### src/rtl/seq_mult8_pkg.sv
// Shared types and constants for the seq_mult8 shift-and-add multiplier.
package seq_mult_pkg;

  localparam int WIDTH_DEF = 8;

  typedef enum logic [1:0] {
    IDLE = 2'd0,
    CALC = 2'd1,
    DONE = 2'd2
  } state_t;

  // Iteration counter must hold the value WIDTH itself.
  function automatic int cnt_width(input int w);
    return $clog2(w + 1);
  endfunction

endpackage

### src/rtl/seq_mult8_if.sv
// Start/operand/result bundle between a requester and seq_mult8.
interface seq_mult8_if #(
  parameter int WIDTH = seq_mult_pkg::WIDTH_DEF
) ();
  logic                 start;
  logic [WIDTH-1:0]     a;
  logic [WIDTH-1:0]     b;
  logic                 busy;
  logic                 done;
  logic [2*WIDTH-1:0]   product;

  modport master (output start, a, b, input busy, done, product);
  modport slave  (input start, a, b, output busy, done, product);
endinterface

### src/rtl/seq_mult8_add8.sv
// Combinational ripple-carry adder built as a chain of full-adder cells.
module seq_mult8_fa (
  input  logic a,
  input  logic b,
  input  logic ci,
  output logic s,
  output logic co
);
  assign s  = a ^ b ^ ci;
  assign co = (a & b) | (ci & (a ^ b));
endmodule

module add8 #(
  parameter int WIDTH = 8
) (
  input  logic [WIDTH-1:0] A,
  input  logic [WIDTH-1:0] B,
  input  logic             Ci,
  output logic [WIDTH-1:0] S,
  output logic             Co
);
  logic [WIDTH:0] carry_s;

  assign carry_s[0] = Ci;

  for (genvar i = 0; i < WIDTH; i++) begin : g_fa
    seq_mult8_fa u_fa (
      .a  (A[i]),
      .b  (B[i]),
      .ci (carry_s[i]),
      .s  (S[i]),
      .co (carry_s[i+1])
    );
  end

  assign Co = carry_s[WIDTH];
endmodule

### src/rtl/seq_mult8.sv
// Sequential shift-and-add unsigned multiplier, one partial product per clock.
// Define SEQ_MULT8_EARLY_EXIT_EN to finish as soon as the remaining multiplier bits are zero.
module seq_mult8
  import seq_mult_pkg::*;
#(
  parameter int WIDTH = WIDTH_DEF
) (
  input  logic           clk,
  input  logic           rst,
  seq_mult8_if.slave     bus
);
  localparam int CNT_W = cnt_width(WIDTH);

  state_t               state_q, state_d;
  logic [WIDTH-1:0]     m_q, m_d;
  logic [WIDTH-1:0]     acc_q, acc_d;
  logic                 c_q, c_d;
  logic [WIDTH-1:0]     q_q, q_d;
  logic [CNT_W-1:0]     cnt_q, cnt_d;
  logic [2*WIDTH-1:0]   product_q, product_d;
  logic                 busy_q, busy_d;
  logic                 done_q, done_d;

  logic [WIDTH-1:0]     sum_s;
  logic                 co_s;
  logic [WIDTH:0]       pre_s;
  logic                 early_s;
  logic                 exit_s;
  logic [CNT_W-1:0]     shamt_s;
  logic [2*WIDTH-1:0]   prod_full_s;

  add8 #(.WIDTH(WIDTH)) u_add (
    .A  (acc_q),
    .B  (m_q),
    .Ci (1'b0),
    .S  (sum_s),
    .Co (co_s)
  );

`ifdef SEQ_MULT8_EARLY_EXIT_EN
  logic [WIDTH-1:0] low_mask_s;
  assign low_mask_s = {WIDTH{1'b1}} >> cnt_q;
  assign early_s    = ((q_q & low_mask_s) == {WIDTH{1'b0}});
`else
  assign early_s = 1'b0;
`endif

  // Partial product sits left-aligned in {ACC,Q}; right-align it for the result.
  assign pre_s       = q_q[0] ? {co_s, sum_s} : {c_q, acc_q};
  assign exit_s      = (cnt_q == CNT_W'(WIDTH)) || early_s;
  assign shamt_s     = CNT_W'(WIDTH) - cnt_q;
  assign prod_full_s = {acc_q, q_q} >> shamt_s;

  // State and datapath registers with synchronous reset.
  always_ff @(posedge clk) begin
    if (rst) begin
      state_q   <= IDLE;
      m_q       <= {WIDTH{1'b0}};
      acc_q     <= {WIDTH{1'b0}};
      c_q       <= 1'b0;
      q_q       <= {WIDTH{1'b0}};
      cnt_q     <= {CNT_W{1'b0}};
      product_q <= {(2*WIDTH){1'b0}};
      busy_q    <= 1'b0;
      done_q    <= 1'b0;
    end else begin
      state_q   <= state_d;
      m_q       <= m_d;
      acc_q     <= acc_d;
      c_q       <= c_d;
      q_q       <= q_d;
      cnt_q     <= cnt_d;
      product_q <= product_d;
      busy_q    <= busy_d;
      done_q    <= done_d;
    end
  end

  // Next-state logic.
  always_comb begin
    state_d = state_q;
    case (state_q)
      IDLE: begin
        if (bus.start) state_d = CALC;
        else           state_d = IDLE;
      end
      CALC: begin
        if (exit_s) state_d = DONE;
        else        state_d = CALC;
      end
      DONE:    state_d = IDLE;
      default: state_d = IDLE;
    endcase
  end

  // Datapath updates and registered output values.
  always_comb begin
    m_d       = m_q;
    acc_d     = acc_q;
    c_d       = c_q;
    q_d       = q_q;
    cnt_d     = cnt_q;
    product_d = product_q;
    case (state_q)
      IDLE: begin
        if (bus.start) begin
          m_d   = bus.a;
          q_d   = bus.b;
          acc_d = {WIDTH{1'b0}};
          c_d   = 1'b0;
          cnt_d = {CNT_W{1'b0}};
        end else begin
          m_d   = m_q;
        end
      end
      CALC: begin
        if (exit_s) begin
          product_d = prod_full_s;
        end else begin
          {c_d, acc_d, q_d} = {1'b0, pre_s, q_q[WIDTH-1:1]};
          cnt_d             = cnt_q + CNT_W'(1);
        end
      end
      DONE:    product_d = product_q;
      default: product_d = product_q;
    endcase
    busy_d = (state_d != IDLE);
    done_d = (state_d == DONE);
  end

  assign bus.busy    = busy_q;
  assign bus.done    = done_q;
  assign bus.product = product_q;

endmodule
### src/flat_wrapper.sv
// flat-port wrapper written by rule: the top's interface ports become plain ports
module seq_mult8_flat import seq_mult_pkg::*;
#(
  parameter int WIDTH = WIDTH_DEF
)
  (clk, rst, bus_start, bus_a, bus_b, bus_busy, bus_done, bus_product);
  seq_mult8_if #(.WIDTH(WIDTH)) bus_i ();
  input  logic clk;
  input  logic rst;
  input wire logic [$bits(bus_i.start)-1:0] bus_start;
  input wire logic [$bits(bus_i.a)-1:0] bus_a;
  input wire logic [$bits(bus_i.b)-1:0] bus_b;
  output wire logic [$bits(bus_i.busy)-1:0] bus_busy;
  output wire logic [$bits(bus_i.done)-1:0] bus_done;
  output wire logic [$bits(bus_i.product)-1:0] bus_product;
  assign bus_i.start = bus_start;
  assign bus_i.a = bus_a;
  assign bus_i.b = bus_b;
  assign bus_busy = bus_i.busy;
  assign bus_done = bus_i.done;
  assign bus_product = bus_i.product;
  seq_mult8 #(.WIDTH(WIDTH)) u_core (.clk(clk), .rst(rst), .bus(bus_i));
endmodule
### config.mk
export PLATFORM = sky130hd
export DESIGN_NAME = seq_mult8_flat
export DESIGN_NICKNAME = d
export VERILOG_FILES = /design/src/rtl/seq_mult8_pkg.sv /design/src/rtl/seq_mult8_if.sv /design/src/rtl/seq_mult8_add8.sv /design/src/rtl/seq_mult8.sv /design/src/flat_wrapper.sv
export SDC_FILE = /design/constraint.sdc
export NUM_CORES = 1
export LEC_CHECK = 0
export CAP_MARGIN = 20
export CORE_ASPECT_RATIO = 1.2
export CORE_MARGIN = 5
export CORE_UTILIZATION = 50
export DETAILED_ROUTE_END_ITERATION = 10
export GPL_TIMING_DRIVEN = 1
export PLACE_DENSITY = 0.77
export SETUP_SLACK_MARGIN = 0.02
export SKIP_LAST_GASP = 1
export SLEW_MARGIN = 20
export SYNTH_ARGS = -nofsm -noshare
export SYNTH_HDL_FRONTEND = slang
export SYNTH_SLANG_ARGS = --single-unit
### constraint.sdc
create_clock -name clk -period 3.5 [get_ports clk]
set_input_delay 1.05 -clock clk [delete_from_list [all_inputs] [get_ports clk]]
set_output_delay 1.05 -clock clk [all_outputs]
set_load 0.05 [all_outputs]
# Yosys cells after proc, flatten, opt, wreduce, memory -nomap -nowiden
# Cells that the tools add are included.
# op_classes
n_eq_ne,5
n_mux,16
reduce_logical,6
addsub,2
n_bitwise,37
n_shift,1
# op_table
cell,n
two-way mux 8 bit,4
one-hot mux 8 bit (2 select lines),2
>> shifter 16 x 4 -> 16 bit,1
bitwise AND 1 bit,15
XOR 1 bit,15
two-way mux 9 bit,1
two-way mux 4 bit,2
one-hot mux 4 bit (2 select lines),1
bitwise OR 1 bit,7
adder 4 x 1 -> 4 bit (second input constant),1
== test 4 bit (second input constant),1
inequality test 2 bit (second input constant),2
one-hot mux 2 bit (2 select lines),1
AND reduction 2 bit,2
nonzero test 2 bit,2
subtractor 4 bit (first input constant),1
two-way mux 1 bit,3
AND reduction 3 bit,1
== test 2 x 1 -> 1 bit (second input constant),1
== test 2 bit (second input constant),1
zero test 2 bit,1
two-way mux 2 bit,1
one-hot mux 1 bit (2 select lines),1
# word_totals
output_inout_bits,18
reg_bits,49
input_bits,19
elab_cells,76

# Longest topological paths before layout
# Gate-level depths: netlist of run 1.
# depth
ltp_word,18
mapped_depth,13
mapped_depth_nobuf,13

# Cells and area by module
# A second synthesis of run 1 with hierarchy kept.
# hier_totals
cells_unflattened,279
hier_area_um2,2517.4
# modules_own_cells
module,n_inst,seq_area_each_um2,cells_each,area_per_inst_um2
seq_mult8,1,960.9,271,2357.3
seq_mult8_fa,8,0.0,1,20.0

# Worst setup path after synthesis of run 1
# OpenSTA, ideal clock, no wires.
# synth_timing
path_kind,reg-to-reg
start,reg u_core.acc_q[0]
end,reg u_core.acc_q[6]
path_slack_ns,-0.053
path_buffers,0
arrival_time_ns,3.421
path_stages_with_launch,14
t_required_ns,3.368
period_less_slack_ns,3.553
setup_ns,0.132
cell_sequence,dfxtp_1 -> ha_1 -> fa_1 -> fa_1 -> fa_1 -> fa_1 -> fa_1 -> inv_1 -> fa_1 -> inv_1 -> fa_1 -> mux2_2 -> nand2_1 -> a21oi_1
# synth_between
elab_chain_cells,17
# synth_rtl
element,line_no,text
from (decl),seq_mult8.sv:16,"logic [WIDTH-1:0] acc_q, acc_d;"
from (signal assigned),seq_mult8.sv:59,acc_q <= {WIDTH{1'b0}};
bitwise AND 1 bit (2 in series),seq_mult8_add8.sv:10,assign co = (a & b) | (ci & (a ^ b));
bitwise OR 1 bit,seq_mult8_add8.sv:10,
bitwise AND 1 bit,seq_mult8_add8.sv:10,
bitwise OR 1 bit,seq_mult8_add8.sv:10,
bitwise AND 1 bit,seq_mult8_add8.sv:10,
bitwise OR 1 bit,seq_mult8_add8.sv:10,
bitwise AND 1 bit,seq_mult8_add8.sv:10,
bitwise OR 1 bit,seq_mult8_add8.sv:10,
bitwise AND 1 bit,seq_mult8_add8.sv:10,
bitwise OR 1 bit,seq_mult8_add8.sv:10,
bitwise AND 1 bit,seq_mult8_add8.sv:10,
bitwise OR 1 bit,seq_mult8_add8.sv:10,
XOR 1 bit,seq_mult8_add8.sv:9,assign s = a ^ b ^ ci;
two-way mux 9 bit,seq_mult8.sv:49,"assign pre_s = q_q[0] ? {co_s, sum_s} : {c_q, acc_q};"
two-way mux 8 bit,seq_mult8.sv:117,if (exit_s) begin
one-hot mux 8 bit (2 select lines),seq_mult8.sv:104,case (state_q)
# No other way between the ends. The select of a mux whose other input is x is not followed.
# A chain may end at the register's enable or synchronous reset.

# Final worst setup path of run 1
# layout_timing
start,reg u_core.m_q[0]
end,reg u_core.acc_q[6]
# layout_between
elab_chain_cells,17
# layout_rtl
element,line_no,text
from (decl),seq_mult8.sv:15,"logic [WIDTH-1:0] m_q, m_d;"
from (signal assigned),seq_mult8.sv:58,m_q <= {WIDTH{1'b0}};
from (signal assigned),seq_mult8.sv:68,m_q <= m_d;
bitwise AND 1 bit (2 in series),seq_mult8_add8.sv:10,
bitwise OR 1 bit,seq_mult8_add8.sv:10,
bitwise AND 1 bit,seq_mult8_add8.sv:10,
bitwise OR 1 bit,seq_mult8_add8.sv:10,
bitwise AND 1 bit,seq_mult8_add8.sv:10,
bitwise OR 1 bit,seq_mult8_add8.sv:10,
bitwise AND 1 bit,seq_mult8_add8.sv:10,
bitwise OR 1 bit,seq_mult8_add8.sv:10,
bitwise AND 1 bit,seq_mult8_add8.sv:10,
bitwise OR 1 bit,seq_mult8_add8.sv:10,
bitwise AND 1 bit,seq_mult8_add8.sv:10,
bitwise OR 1 bit,seq_mult8_add8.sv:10,
XOR 1 bit,seq_mult8_add8.sv:9,
two-way mux 9 bit,seq_mult8.sv:49,
two-way mux 8 bit,seq_mult8.sv:117,
one-hot mux 8 bit (2 select lines),seq_mult8.sv:104,
# No other way between the ends. The select of a mux whose other input is x is not followed.

==> results of run 1 <==
## routing by layer
| metal | global-route usage (%) | wire length (microns) | vias up |
|---|---|---|---|
| li1 | - | - | 1110 |
| met5 | 0 | 0 | - |
| met2 | 32.6 | 3280 | 49 |
| met1 | 21.6 | 2530 | 1112 |
| met3 | 3.56 | 254 | 13 |
| met4 | 7.31 | 136 | 0 |
## registers in the layout (all words and copies together), names as in the netlist
register,cells
u_core.bus.busy,1
u_core.bus.done,1
u_core.q_q,8
u_core.cnt_q,4
u_core.bus.product,16
u_core.state_q,2
u_core.acc_q,8
u_core.m_q,8
## what timing repair did
item,CTS,global route
endpoints found under the setup margin,1,1
hold buffers,0,0
pin swaps,0,1
resized for setup,2,1
## cell families after synthesis
kind of cell	after synthesis	share of synthesized area, %
AND/OR/NAND/NOR	116	20.3
buffers and inverters	28	5.57
adder cells (fa/ha/maj)	10	6.48
XOR/XNOR	2	0.639
multiplexers	27	16.2
AO/OA/AOI/OAI	63	15.8
flip-flops	48	35.1
## stage by stage
| stage | cells | hold WS [ns] | util [%] |
|---|---|---|---|
| after floorplan | 294 | 0.436 | - |
| after global placement | 380 | 0.439 | 58.9 |
| after detailed placement | 380 | 0.443 | 58.9 |
| after CTS | 386 | 0.456 | 60.9 |
| after global routing | 386 | 0.485 | 60.9 |
| final | 386 | 0.453 | 60.9 |
## how the worst max path moves through the flow
stage,start,to,slack (ns),depth (start not counted)
after floorplan,u_core.acc_q[0],u_core.acc_q[6],0.02,13
after global placement,u_core.m_q[0],u_core.acc_q[6],-0.02,13
after detailed placement,u_core.m_q[0],u_core.acc_q[6],-0.11,13
after CTS,u_core.m_q[0],u_core.acc_q[6],-0.02,13
after global routing,u_core.m_q[0],u_core.acc_q[6],-0.10,13
final,u_core.m_q[0],u_core.acc_q[6],-0.003,13
## worst max-delay path, cell delays in order, from the launching register on
cell and delay [ns]:
dfxtp_1 0.32, ha_2 0.19, fa_2 0.37, fa_2 0.35, fa_2 0.35, fa_2 0.35
fa_1 0.36, inv_1 0.07, fa_1 0.15, inv_1 0.05, fa_1 0.43, mux2_2 0.27
nand2_1 0.06, a21oi_1 0.07
## layout make-up
class                           count  area [sq um]  area share [%]
Clock buffer                        5          68.8            2.13
Multi-Input combinational cell    218          1640            50.8
Sequential cell                    48           961            29.8
Tap cell                           62          77.6            2.40
Clock inverter                      1          30.0           0.930
Inverter                            8          30.0           0.930
Timing Repair Buffer               44           420            13.0
## layout by cell type, fill, tap and decap left out, types with 6 or more instances in the layout
cell type	netlist	routed
nand2_1	53	53
inv_1	8	8
dfxtp_1	48	48
a21oi_1	28	28
mux4_2	13	13
buf_4	3	8
a22oi_1	6	6
clkdlybuf4s50_1	0	36
nand3_1	9	9
nor2_1	25	25
a311oi_1	8	8
mux2_2	8	8
mux2i_1	6	6
## power groups by stage
stage	clock network (mW)	registers, mW	logic, mW
2_1_floorplan	0	0.598	0.156
3_3_place_gp	0	0.604	0.199
3_5_place_dp	0	0.606	0.203
4_1_cts	0.393	0.594	0.204
5_1_grt	0.415	0.598	0.223
6_report	0.382	0.594	0.203
==> results.tsv, run 1 <==
metric	value	unit
status	finished, violations left	
failing checks	negative setup slack	
I/O pins	37	
DR WL/cell	16.1	microns
Hold Vio Cnt, Final	0	
Initial Utilization	51.7	%
Clk pin slew, worst setup/hold paths	0.08	ns
Mapped Cells	294	
die width	77.6	microns
initial antenna violation count	0	
Worst Hold End	u_core.bus.product[15]	
final setup violating endpoints	1	
R2R setup slack	-0.003	ns
register bit total from synthesis	48	
VDD IR-drop max	203	uV
vias in the first global route	2266	
htree depth	2	
Tmin final	3.50	ns
Commonest cells post-synth	53 x nand2_1, 48 x dfxtp_1, 28 x a21oi_1	
CP startpoint kind	register	
Core ar.	5300	sq um
via/cell ratio	5.92	
synthesized area	2740	sq um
diode count	0	
first-pass GRT wire length	10600	microns
number of CTS-inserted buffers	5	
NumNets Final	354	
async set or reset register ratio after synthesis	0	%
unique cell type count in the Yosys netlist	48	
critical path start-end classification	register to register	
syn avg cell area	9.32	sq um
area leader, netlist	dfxtp_1	
Worst Tran Pin Value	0.787	ns
RR Startpoint	u_core.m_q[0]	
Clock Path Buffers	2	
Remaining DRCs	0	
area of the die	7070	sq um
CTS tree	built	
grt total ovfl	0	
syn_nets	323	
Die Y	91.1	microns
Post-synth top flop	dfxtp_1	
post-route ant nets	0	
Finished Cell Area	3230	sq um
Port Buf Inserts	36	
Root Driver	clkbuf_8	
Pwr Total	1.18	mW
setup TNS	-0.00326	ns
pre-CTS setup slack	-0.106	ns
reg2reg end	u_core.acc_q[6]	
CP Max Fanout	2	
clk_lat worst skew	0.30	ns
CP endpoint kind	register	
max_cap viols	0	
pin count of the biggest net entering global routing	26	
Worst EP arrival	3.69	ns
Yosys top cell area share	35.1	%
Iter 0 DRT Violations	167	
unrepaired setup endpoints after global routing	yes	
sw frac	26.6	%
hold-critical path depth	2	
# rows	29	
warnings from Yosys	0	
most frequent cell after synthesis	nand2_1	
Post-DP Area	3120	sq um
GPL Wtd Cong	0.841	
register share of total power	50.4	%
combinational power share	17.2	%
Clk pwr share	32.4	%
f_max	285	MHz
Area contributors post-synth	dfxtp_1 35%, mux4_2 11%, nand2_1 7.3%	
GRT Total Usage	18.4	%
Pleak	1.12	nW
Final Skew	0.00471	ns
Final Max Slew Viols	0	
Worst EP required	3.69	ns
Detailed Place HPWL	4570	microns
Pint	0.866	mW
Worst slew margin	47.5	%
# Post-CTS Setup Buffers	0	
post-synthesis sequential area ratio	35.1	%
WL final	6200	microns
vias	2284	
period utilization	100	%
hold path startpoint	u_core.bus.product[15]	
number of synthesized flops with an enable pin	0	
clock sink count	48	
final worst setup slack	-0.00326	ns
Net Switching	0.314	mW
layout cell share with drive strength beyond 1	15.7	%
TritonRoute pass-1 iters	4	
area delta synth->final	17.8	%
pwr dens	365	nW/um^2
fillcell total	471	
Hold WC Path Type	register to register	
Register-to-Register Path Depth	13	
Note: power is estimated with default switching activity, not from simulation.
==> inputs of run 2 (changes only) <==
Settings changed: CORE_UTILIZATION 50 to 49, HOLD_SLACK_MARGIN set to 0.12, PLACE_DENSITY 0.77 to 0.76, SYNTH_HIERARCHICAL set to 1.
==> run 2 against run 1 <==
The flow still finishes with violations (negative setup slack). Final cell count down 3.9%. Wire length is 5.9% lower. Die area is 5.6% lower. Utilization fell by 0.12 points. Via count down 5.8%. Area after synthesis down 8.2%. Largest cell class unchanged.
==> results.tsv, run 2 <==
metric	value	unit
most frequent cells in the layout	49 x nand2_1, 46 x dfxtp_1, 36 x clkdlybuf4s50_1	
Hold WC Path Type	register to register	
status	finished, violations left	
via/cell ratio	5.80	
area of the multi-input gates	1470	sq um
CP Max Fanout	2	
Die Y	88.5	microns
syn avg cell area	9.02	sq um
unique cell type count in the Yosys netlist	44	
critical path start-end classification	register to register	
final setup violating endpoints	1	
post-route ant nets	0	
final worst setup slack	-0.213	ns
Final Skew	0.00186	ns
Commonest cells post-synth	49 x nand2_1, 48 x dfxtp_1, 26 x a21oi_1	
post-synthesis sequential area ratio	38.2	%
hold_buf cts	0	
TritonRoute pass-1 iters	4	
Yosys top cell area share	38.2	%
most common cell after layout, fill and taps aside	nand2_1	
Mapped Cells	279	
GRT Total Usage	19.1	%
grt total ovfl	0	
GPL Wtd Cong	0.897	
NumNets Final	339	
area delta synth->final	20.2	%
Tmin final	3.71	ns
Final Max Slew Viols	0	
# Post-CTS Setup Buffers	0	
Remaining DRCs	0	
CP startpoint kind	register	
area of the die	6680	sq um
synthesized area	2520	sq um
Initial Utilization	50.6	%
area leader, netlist	dfxtp_1	
number of synthesized flops with an enable pin	0	
Pleak	1.07	nW
Pwr Total	1.10	mW
htree depth	2	
CTS tree	built	
Core ar.	4970	sq um
die width	75.4	microns
register bit total from synthesis	48	
layout cell share with drive strength beyond 1	13.8	%
Worst Tran Pin Value	0.826	ns
diode count	0	
Largest register FFs	16	
Sequential Area	963	sq um
initial antenna violation count	0	
pwr dens	365	nW/um^2
I/O pins	37	
WL final	5830	microns
Port Buf Inserts	36	
max_cap viols	0	
Iter 0 DRT Violations	98	
warnings from Yosys	6	
first-pass GRT wire length	9870	microns
Final Util	60.8	%
Worst EP arrival	3.90	ns
Clk pin slew, worst setup/hold paths	0.08	ns
Clock Path Buffers	2	
clock sink count	48	
DR WL/cell	15.7	microns
vias	2152	
Worst EP required	3.68	ns
Root Driver	clkbuf_8	
most frequent cell after synthesis	nand2_1	
Detailed Place HPWL	4230	microns
async set or reset register ratio after synthesis	0	%
unrepaired setup endpoints after global routing	yes	
# rows	28	
vias in the first global route	2065	
Post-synth top flop	dfxtp_1	
period utilization	106	%
number of CTS-inserted buffers	5	
failing checks	negative setup slack	
Worst slew margin	44.9	%
CP endpoint kind	register	
f_max	269	MHz
pin count of the biggest net entering global routing	34	
fillcell total	439	
Area contributors post-synth	dfxtp_1 38%, nand2_1 7.3%, fa_1 6.4%	
syn_nets	308	
clk_lat worst skew	0.30	ns
Hold Vio Cnt, Final	0	
VDD IR-drop max	221	uV
## run 2: cell types whose count changed after synthesis, moves of 3 or more
cell	change
mux4_2	-8
mux2i_1	+7
inv_1	-5
nor3_1	+5
and2_1	-4
buf_2	+4
nand2_1	-4
nand3_1	+4
o211ai_1	-4
and3_1	-3
## run 2: metal layers
layer | global-route usage (%) | routed length, microns
met5 | 0 | 0
met4 | 7.31 | 137
met3 | 3.98 | 304
met2 | 32.2 | 2960
met1 | 23.8 | 2430
## run 2: worst max-delay path, cell delays in order (launching register included)
cell,delay [ns]
dfxtp_2,0.34
fa_2,0.35
fa_2,0.35
fa_2,0.34
fa_2,0.35
fa_2,0.38
fa_2,0.35
fa_2,0.35
fa_2,0.40
mux2_2,0.26
nand2_1,0.08
a21oi_2,0.05
## run 2: worst paths after layout
path	start	endpoint	slack (ns)	cells past startpoint
max reg2reg	u_core/m_q[0]	u_core/acc_q[6]	-0.21	11
min reg2reg	u_core/bus.product[14]	u_core/bus.product[14]	0.46	2
min	u_core/bus.product[14]	u_core/bus.product[14]	0.46	2
max	u_core/m_q[0]	u_core/acc_q[6]	-0.21	11
## run 2: cell type report
type                    count  area share, %
flip-flops and latches     48           31.8
repair buffers             44           13.9
clock buffers               8           2.98
well taps                  60           2.48
multi-input cells         208           48.4
inverters                   3          0.372
## run 2: power breakdown
group	total (mW)	internal (mW)	leakage [nW]	switching (mW)
clock network	0.337	0.161	0.0455	0.176
registers	0.589	0.565	0.391	0.0238
logic	0.178	0.0808	0.631	0.0967
total	1.10	0.807	1.07	0.296
## run 2: cell families (layout without fill, tap and decap cells)
logic type	count (synthesis)	in the layout	synth area share, %
AO/OA/AOI/OAI	57	57	14.6
XOR/XNOR	3	3	1.04
adder cells (fa/ha/maj)	10	10	7.36
buffers and inverters	23	55	4.57
flip-flops	48	48	38.2
multiplexers	28	28	14.1
other	1	1	0.149
AND/OR/NAND/NOR	109	109	20.0
## run 2: repair_timing
action                     4_1_cts  5_1_grt
gates resized for setup          2        1
setup endpoints to repair        2        3
cloned                           0        0
pin swaps                        2        2
## run 2: through the flow
stage | hold WS (ns) | TNS [ns] | cell area [sq um] | std cells | setup slack, ns
finish | 0.460 | -0.213 | 3030 | 371 | -0.213
global route | 0.494 | -0.326 | 3030 | 371 | -0.291
global placement | 0.445 | -0.196 | 2930 | 363 | -0.196
detailed placement | 0.453 | -0.225 | 2930 | 363 | -0.225
CTS | 0.463 | -0.224 | 3020 | 371 | -0.224
floorplan | 0.453 | -0.138 | 2540 | 279 | -0.138
==> inputs of run 3 (changes only) <==
Settings changed: RECOVER_POWER set to 50.
==> run 3 against run 2 <==
The run still ends with negative setup slack left. Wire length hardly changed. Register-to-register slack hardly changed. Clock skew hardly changed. Critical endpoint unchanged.
==> results.tsv, run 3 (synthesis results as in run 2) <==
metric	value	unit
GPL Wtd Cong	0.897	
pwr dens	365	nW/um^2
vias	2153	
worst path cell trace	fa_2 -> fa_2 -> fa_2 -> fa_2 -> fa_2 -> fa_2 -> fa_2 -> fa_2 -> mux2_2 -> nand2_1 -> a21oi_2	
number of CTS-inserted buffers	5	
pin count of the biggest net entering global routing	34	
post-route ant nets	0	
unrepaired setup endpoints after global routing	yes	
Worst EP arrival	3.89	ns
worst stage delay on the critical path	0.40	ns
Largest register FFs	16	
area delta synth->final	20.0	%
CP endpoint kind	register	
Hold Vio Cnt, Final	0	
Worst path most repeated cell	fa_2	
first-pass GRT wire length	9870	microns
status	finished, violations left	
initial antenna violation count	0	
Net Switching	0.297	mW
max_cap viols	0	
VDD IR-drop max	227	uV
most common cell after layout, fill and taps aside	nand2_1	
Buf+Inv Stages, Crit Path	0	
Clk pin slew, worst setup/hold paths	0.08	ns
grt total ovfl	0	
Pleak	1.06	nW
Hold WC Path Type	register to register	
Final Util	60.7	%
GRT Total Usage	19.1	%
NumNets Final	339	
die width	75.4	microns
register share of total power	53.4	%
worst hold slack	0.460	ns
layout cell share with drive strength beyond 1	13.5	%
final worst setup slack	-0.212	ns
CTS tree	built	
Clk pwr share	30.6	%
Worst slew margin	44.9	%
Initial Utilization	50.6	%
CP startpoint kind	register	
Tmin final	3.71	ns
# rows	28	
f_max	269	MHz
Worst Tran Pin Value	0.827	ns
DR WL/cell	15.7	microns
clock sink count	48	
Clock Path Buffers	2	
TritonRoute pass-1 iters	4	
Root Driver	clkbuf_8	
Final Skew	0.00211	ns
via/cell ratio	5.80	
most frequent cells in the layout	49 x nand2_1, 46 x dfxtp_1, 34 x clkdlybuf4s50_1	
Iter 0 DRT Violations	99	
WL final	5840	microns
final setup violating endpoints	1	
period utilization	106	%
critical path start-end classification	register to register	
Remaining DRCs	0	
crit-path leading delay family	adder cells	
hold_buf cts	0	
Final Max Slew Viols	0	
diode count	0	
clk_lat worst skew	0.30	ns
CP max stage cell	fa_2	
Core ar.	4970	sq um
area of the die	6680	sq um
Die Y	88.5	microns
htree depth	2	
vias in the first global route	2065	
sw frac	26.9	%
combinational power share	16.0	%
failing checks	negative setup slack	
Detailed Place HPWL	4230	microns
CP Max Fanout	2	
Pint	0.806	mW
I/O pins	37	
Worst EP required	3.68	ns
Port Buf Inserts	36	
==> run 3: cell types whose count changed in the layout (fill, tap and decap cells not counted) <==
cell | before | now
clkdlybuf4s50_1 | 36 | 34
dlygate4sd3_1 | 0 | 2
buf_4 | 8 | 7
clkbuf_1 | 2 | 3
==> run 3: final timing paths <==
path,start,to,slack [ns],cells after the start
max,u_core/m_q[0],u_core/acc_q[6],-0.21,11
min,u_core/bus.product[14],u_core/bus.product[14],0.46,2
min reg2reg,u_core/bus.product[14],u_core/bus.product[14],0.46,2
max reg2reg,u_core/m_q[0],u_core/acc_q[6],-0.21,11
==> run 3: worst reg2reg max path: stages, from the launching register on <==
cell	delay [ns]
dfxtp_2	0.34
fa_2	0.35
fa_2	0.35
fa_2	0.34
fa_2	0.35
fa_2	0.38
fa_2	0.35
fa_2	0.35
fa_2	0.40
mux2_2	0.26
nand2_1	0.08
a21oi_2	0.05
==> run 3: power groups by stage <==
stage / clock, mW / combinational [mW] / sequential (mW)
5_1_grt: 0.370 / 0.194 / 0.592
2_1_floorplan: 0 / 0.128 / 0.595
3_3_place_gp: 0 / 0.174 / 0.601
3_5_place_dp: 0 / 0.177 / 0.601
6_report: 0.337 / 0.176 / 0.589
4_1_cts: 0.346 / 0.178 / 0.589
==> run 3: timing repair <==
action	4_1_cts	5_1_grt
resized for setup	2	1
buffers inserted	0	0
setup endpoints to repair	2	3
pin swaps	2	2
gates cloned	0	0
==> run 3: area by class of cell <==
cell class	count	area [sq um]
fillers	441	1950
multi-input cells	208	1470
flip-flops and latches	48	963
repair buffers	44	417
clock buffers	8	90.1
well taps	60	75.1
inverters	3	11.3
==> run 3: through the flow <==
stage	cell area, sq um	TNS, ns	setup WS (ns)	total power, mW	std cells
6_report	3020	-0.212	-0.212	1.10	371
5_1_grt	3020	-0.326	-0.291	1.16	371
4_1_cts	3020	-0.224	-0.224	1.11	371
3_5_place_dp	2930	-0.225	-0.225	0.778	363
3_3_place_gp	2930	-0.196	-0.196	0.775	363
2_1_floorplan	2540	-0.138	-0.138	0.723	279
==> run 3: per-layer routing <==
layer  global-route usage, %  share of wire [%]  up-vias
li1                        -                  -     1059
met1                    23.8                 42     1029
met2                    32.2                 51       52
met3                    3.98                5.2       13
met4                    7.31                2.3        0
met5                       0                  0        -
